## config.mk

```make
export PLATFORM = sky130hd
export DESIGN_NAME = dual_port_ram_be
export DESIGN_NICKNAME = d
export VERILOG_FILES = /design/src/rtl/dual_port_ram_be.sv
export SDC_FILE = /design/constraint.sdc
export NUM_CORES = 2
export LEC_CHECK = 0
export CORE_UTILIZATION = 31
export CTS_BUF_LIST = sky130_fd_sc_hd__clkbuf_2
export CTS_CLUSTER_SIZE = 12
export DETAILED_ROUTE_END_ITERATION = 6
export PLACE_DENSITY = 0.46
export SYNTH_ARGS = -nofsm -noshare
export SYNTH_HDL_FRONTEND = slang
export SYNTH_SLANG_ARGS = --single-unit
```

## constraint.sdc

```tcl
create_clock -name clk -period 2.55 [get_ports clk]
set_clock_uncertainty 0.15 [all_clocks]
set_input_delay 0.51 -clock clk [delete_from_list [all_inputs] [get_ports clk]]
set_output_delay 0.51 -clock clk [all_outputs]
set_load 0.01 [all_outputs]
```

## src/rtl/dual_port_ram_be.sv

```systemverilog
// True dual-port synchronous RAM with per-byte write enables and registered, valid-flagged reads.
// After every reset the whole array is cleared by hardware before any port access is accepted.
module dual_port_ram_be #(
    parameter int unsigned DATA_W   = 16,
    parameter int unsigned ADDR_W   = 6,
    parameter int unsigned RDW_MODE = 0
) (
    input  logic                clk,
    input  logic                rst_n,
    input  logic                en_a,
    input  logic                we_a,
    input  logic [DATA_W/8-1:0] be_a,
    input  logic [ADDR_W-1:0]   addr_a,
    input  logic [DATA_W-1:0]   din_a,
    output logic [DATA_W-1:0]   dout_a,
    output logic                vld_a,
    input  logic                en_b,
    input  logic                we_b,
    input  logic [DATA_W/8-1:0] be_b,
    input  logic [ADDR_W-1:0]   addr_b,
    input  logic [DATA_W-1:0]   din_b,
    output logic [DATA_W-1:0]   dout_b,
    output logic                vld_b,
    output logic                busy,
    output logic                collision
);
    localparam int unsigned NBYTES = DATA_W / 8;
    localparam int unsigned DEPTH  = 1 << ADDR_W;

    typedef enum logic {S_CLEAR, S_RUN} state_t;

    state_t              state_q, state_d;
    logic [ADDR_W-1:0]   clr_ptr_q, clr_ptr_d;
    logic [DATA_W-1:0]   mem [DEPTH];
    logic                run;
    logic                wr_a, wr_b;
    logic [DATA_W-1:0]   merged_a, merged_b;
    logic [DATA_W-1:0]   dout_a_q, dout_b_q;
    logic                vld_a_q, vld_b_q, collision_q;

    always_ff @(posedge clk or negedge rst_n) begin
        if (!rst_n) begin
            state_q   <= S_CLEAR;
            clr_ptr_q <= '0;
        end else begin
            state_q   <= state_d;
            clr_ptr_q <= clr_ptr_d;
        end
    end

    always_comb begin
        state_d   = state_q;
        clr_ptr_d = clr_ptr_q;
        if (state_q == S_CLEAR) begin
            clr_ptr_d = clr_ptr_q + ADDR_W'(1);
            if (clr_ptr_q == '1) begin
                state_d = S_RUN;
            end
        end
    end

    always_comb begin
        run  = (state_q == S_RUN);
        busy = (state_q == S_CLEAR);
    end

    assign wr_a = run && en_a && we_a;
    assign wr_b = run && en_b && we_b;

    // Word as it will look after this port's byte merge; only used for write-first readback.
    always_comb begin
        merged_a = mem[addr_a];
        merged_b = mem[addr_b];
        for (int unsigned i = 0; i < NBYTES; i++) begin
            if (be_a[i]) merged_a[8*i +: 8] = din_a[8*i +: 8];
            if (be_b[i]) merged_b[8*i +: 8] = din_b[8*i +: 8];
        end
    end

    // Port A writes are issued last so that A wins on bytes both ports enable.
    always_ff @(posedge clk) begin
        if (!run) begin
            mem[clr_ptr_q] <= '0;
        end else begin
            for (int unsigned i = 0; i < NBYTES; i++) begin
                if (wr_b && be_b[i]) mem[addr_b][8*i +: 8] <= din_b[8*i +: 8];
            end
            for (int unsigned i = 0; i < NBYTES; i++) begin
                if (wr_a && be_a[i]) mem[addr_a][8*i +: 8] <= din_a[8*i +: 8];
            end
        end
    end

    always_ff @(posedge clk or negedge rst_n) begin
        if (!rst_n) begin
            dout_a_q    <= '0;
            dout_b_q    <= '0;
            vld_a_q     <= 1'b0;
            vld_b_q     <= 1'b0;
            collision_q <= 1'b0;
        end else begin
            vld_a_q     <= run && en_a;
            vld_b_q     <= run && en_b;
            collision_q <= wr_a && wr_b && (addr_a == addr_b) && ((be_a & be_b) != '0);
            if (run && en_a) begin
                dout_a_q <= (RDW_MODE == 1 && we_a) ? merged_a : mem[addr_a];
            end
            if (run && en_b) begin
                dout_b_q <= (RDW_MODE == 1 && we_b) ? merged_b : mem[addr_b];
            end
        end
    end

    assign dout_a    = dout_a_q;
    assign dout_b    = dout_b_q;
    assign vld_a     = vld_a_q;
    assign vld_b     = vld_b_q;
    assign collision = collision_q;

endmodule

```

==> results.md <==
* FFs w/ async S/R, synth at 3.94%
* Routed WL per cell at 32.2 µm
* Critical Path Source Type: flop
* Clock Latency Late Sink at 1.80 ns
* Root buffer cell: clkbuf_2
* Main synth FF type: edfxtp_1
* Pin count of the biggest net entering global routing at 65
* Fmax achieved at 0.312 GHz
* Min cycle time layout at 3.21 ns
* Post-Synthesis Cell Area at 61400 µm²
* Worst setup margin at -0.659 ns
* H-tree levels at 5
* Die Ht at 447 µm
* Syn_area_per_cell at 10.8 µm²
* Status: finished with violations
* Worst-Margin Slew at 1.26 ns
* Fin crit share at 126%
* Yosys reg bits at 1066
* DRT Pass-1 Iters at 6
* GRT Total Usage at 30.2%
* Register area at 31800 µm²
* Gp weighted congestion at 1.00
* WL final at 306 mm
* Synth warn at 0
* Maxcap violations at 0
* Syn nets at 5754
* Antenna-violating nets left at 0
* DR vias/cell at 5.85
* CP required at 1.89 ns
* Core Rows at 162
* DP Area at 75400 µm²
* Cells after Synth at 5699
* Setup CP Type: reg2out
* Total number of vias at 55500
* Commonest cells after routing, fill and taps aside: nand2_1 (1150), o21ai_0 (1076), edfxtp_1 (1024)
* Io pins at 90
* Most common cell after layout, fill and taps aside: nand2_1
* I/O Buffers at 89
* Total die area at 200000 µm²
* Post-Route Setup TNS at -24.44 ns
* DP HPWL at 216 mm
* Peak VDD IR at 0.424 mV
* Register area share after synthesis at 51.8%
* Initial Util at 31.3%
* CTS clk-pin slew, worst paths at 0.12 ns
* Slew Limit Headroom at 16.3%
* PD cells at 449 nW/µm²
* Initial antenna violation count at 12
* DR iter-0 viols at 7368
* Failing checks: setup timing
* Clock Path Buffers at 4
* Area of the multi-input gates at 28600 µm²
* Fillers at 18800
* Setup crit end kind: primary output
* Core Region at 196000 µm²
* Fin nets at 6699
* CTS Buf Count at 318
* Layout cells sized above 1 at 31.7%
* Worst Path Max Fanout at 2
* Gr ovfl total at 0
* First-pass GRT wire length at 423 mm
* Design area at 80300 µm²
* Distinct cell type count after synthesis at 74
* Detailed-route DRC error count at 0
* Fin. max-slew vios at 0
* Crit path DAT at 2.55 ns
* Post-synth EDFFs at 1024
* CTS tree: built
* HP Class: in2reg
* Vias in the first global route at 53200
* Pleak at 25.6 nW
* Final setup vio count at 178
* Clock sinks at 1066
* Layout area overhead at 30.9%
* Overall power at 0.0361 W
* Final Hold Fails at 0
* Chip width at 447 µm
* RSZ-0062 raised after global routing: true
[state kept, by name (all words and copies together) (netlist names)]
signal / cells
clr_ptr_q: 6
run: 1
mem: 1024
vld_a: 1
dout_a: 16
dout_b: 16
collision: 1
vld_b: 1
[layout make-up]
class,instances,area share [%]
multi-input cells,4003,35.6
clock inverters,86,0.508
repair buffers,1248,17.3
flip-flops and latches,1066,39.6
clock buffers,451,2.81
well taps,2624,4.09
inverters,7,0.0405
diodes,10,0.0311
[synthesized netlist by cell type (6+ instances only)]
library cell | n | area (µm²)
a211oi_1 | 35 | 263
a21oi_1 | 46 | 230
a221o_1 | 15 | 150
a221oi_1 | 73 | 639
a222oi_1 | 8 | 80.1
a22o_1 | 32 | 280
a22oi_1 | 171 | 1280
a31oi_1 | 17 | 106
a32oi_1 | 9 | 78.8
and2_1 | 6 | 37.5
and3_1 | 8 | 50.1
buf_1 | 21 | 78.8
buf_2 | 160 | 801
buf_4 | 31 | 233
buf_6 | 16 | 180
clkbuf_1 | 393 | 1480
dfrtp_1 | 42 | 1050
edfxtp_1 | 1024 | 30700
mux2_2 | 56 | 631
mux2i_1 | 315 | 3150
mux4_2 | 263 | 5920
nand2_1 | 1201 | 4510
nand3_1 | 102 | 510
nand3b_1 | 7 | 52.6
nor2_1 | 167 | 627
nor2_2 | 12 | 75.1
nor2b_1 | 30 | 188
nor3_1 | 20 | 100
o2111ai_1 | 6 | 52.6
o211ai_1 | 9 | 67.6
o21ai_0 | 1085 | 5430
o221ai_1 | 10 | 87.6
o22ai_1 | 201 | 1260
o32a_1 | 12 | 120
xnor2_1 | 10 | 87.6
[worst paths after layout]
check	startpoint	endpoint	slack, ns	depth (start not counted)
max	run	busy	-0.66	3
min	din_b[15]	mem[17][15]	0.16	5
max reg2reg	run	mem[57][12]	-0.10	11
min reg2reg	dout_a[2]	dout_a[2]	0.47	1
max in group asynchronous	rst_n	dout_b[1]	1.50	5
min in group asynchronous	rst_n	dout_b[4]	0.31	5
[logic make-up (layout without fill, tap and decap cells)]
| family | Yosys count | after routing | share of synthesized area [%] |
|---|---|---|---|
| other | 0 | 10 | 0 |
| AND/OR/NAND/NOR | 1587 | 1587 | 10.5 |
| multiplexers | 638 | 638 | 15.9 |
| adder cells (fa/ha/maj) | 1 | 1 | 0.0204 |
| AO/OA/AOI/OAI | 1766 | 1766 | 17.0 |
| XOR/XNOR | 11 | 11 | 0.157 |
| flip-flops | 1066 | 1066 | 51.8 |
| buffers and inverters | 630 | 1792 | 4.62 |
[through the flow]
step	std cells	util [%]	hold WS, ns	setup slack, ns
2_1_floorplan	5699	-	0.0644	-0.144
3_3_place_gp	8815	38.5	0.439	-0.961
3_5_place_dp	8815	38.5	0.431	-1.02
4_1_cts	9480	40.7	0.000428	-0.881
5_1_grt	9492	41.0	0.0643	-0.851
6_report	9495	41.0	0.161	-0.659
[report_power, final]
group	switching, W	internal, W
clock	0.00824	0.00501
combinational	0.00246	0.00153
sequential	0	0.0189
total	0.0107	0.0254
[what timing repair did]
item	CTS	global route
buffers inserted	13	5
hold endpoints to repair	2125	1
pin swaps	7	21
setup endpoints to repair	607	2093
gates resized for setup	277	104
hold buffers	114	1
cloned	1	0
[per-layer routing]
metal | up-vias | share of wire [%] | wire (µm) | GRT usage (%)
li1 | 23700 | - | - | -
met1 | 27300 | 39 | 118000 | 38.4
met2 | 3645 | 46 | 141000 | 47.9
met3 | 811 | 9.6 | 29300 | 6.41
met4 | 10 | 5.9 | 18000 | 16.6
met5 | - | 0.022 | 68 | 0
[worst max-delay path, cell delays in order, from the launching register on]
cell and delay [ns]:
dfrtp_1 0.39, buf_6 0.12, clkinvlp_4 0.12, buf_6 0.15
No activity file was read; power rests on OpenSTA's default activity.
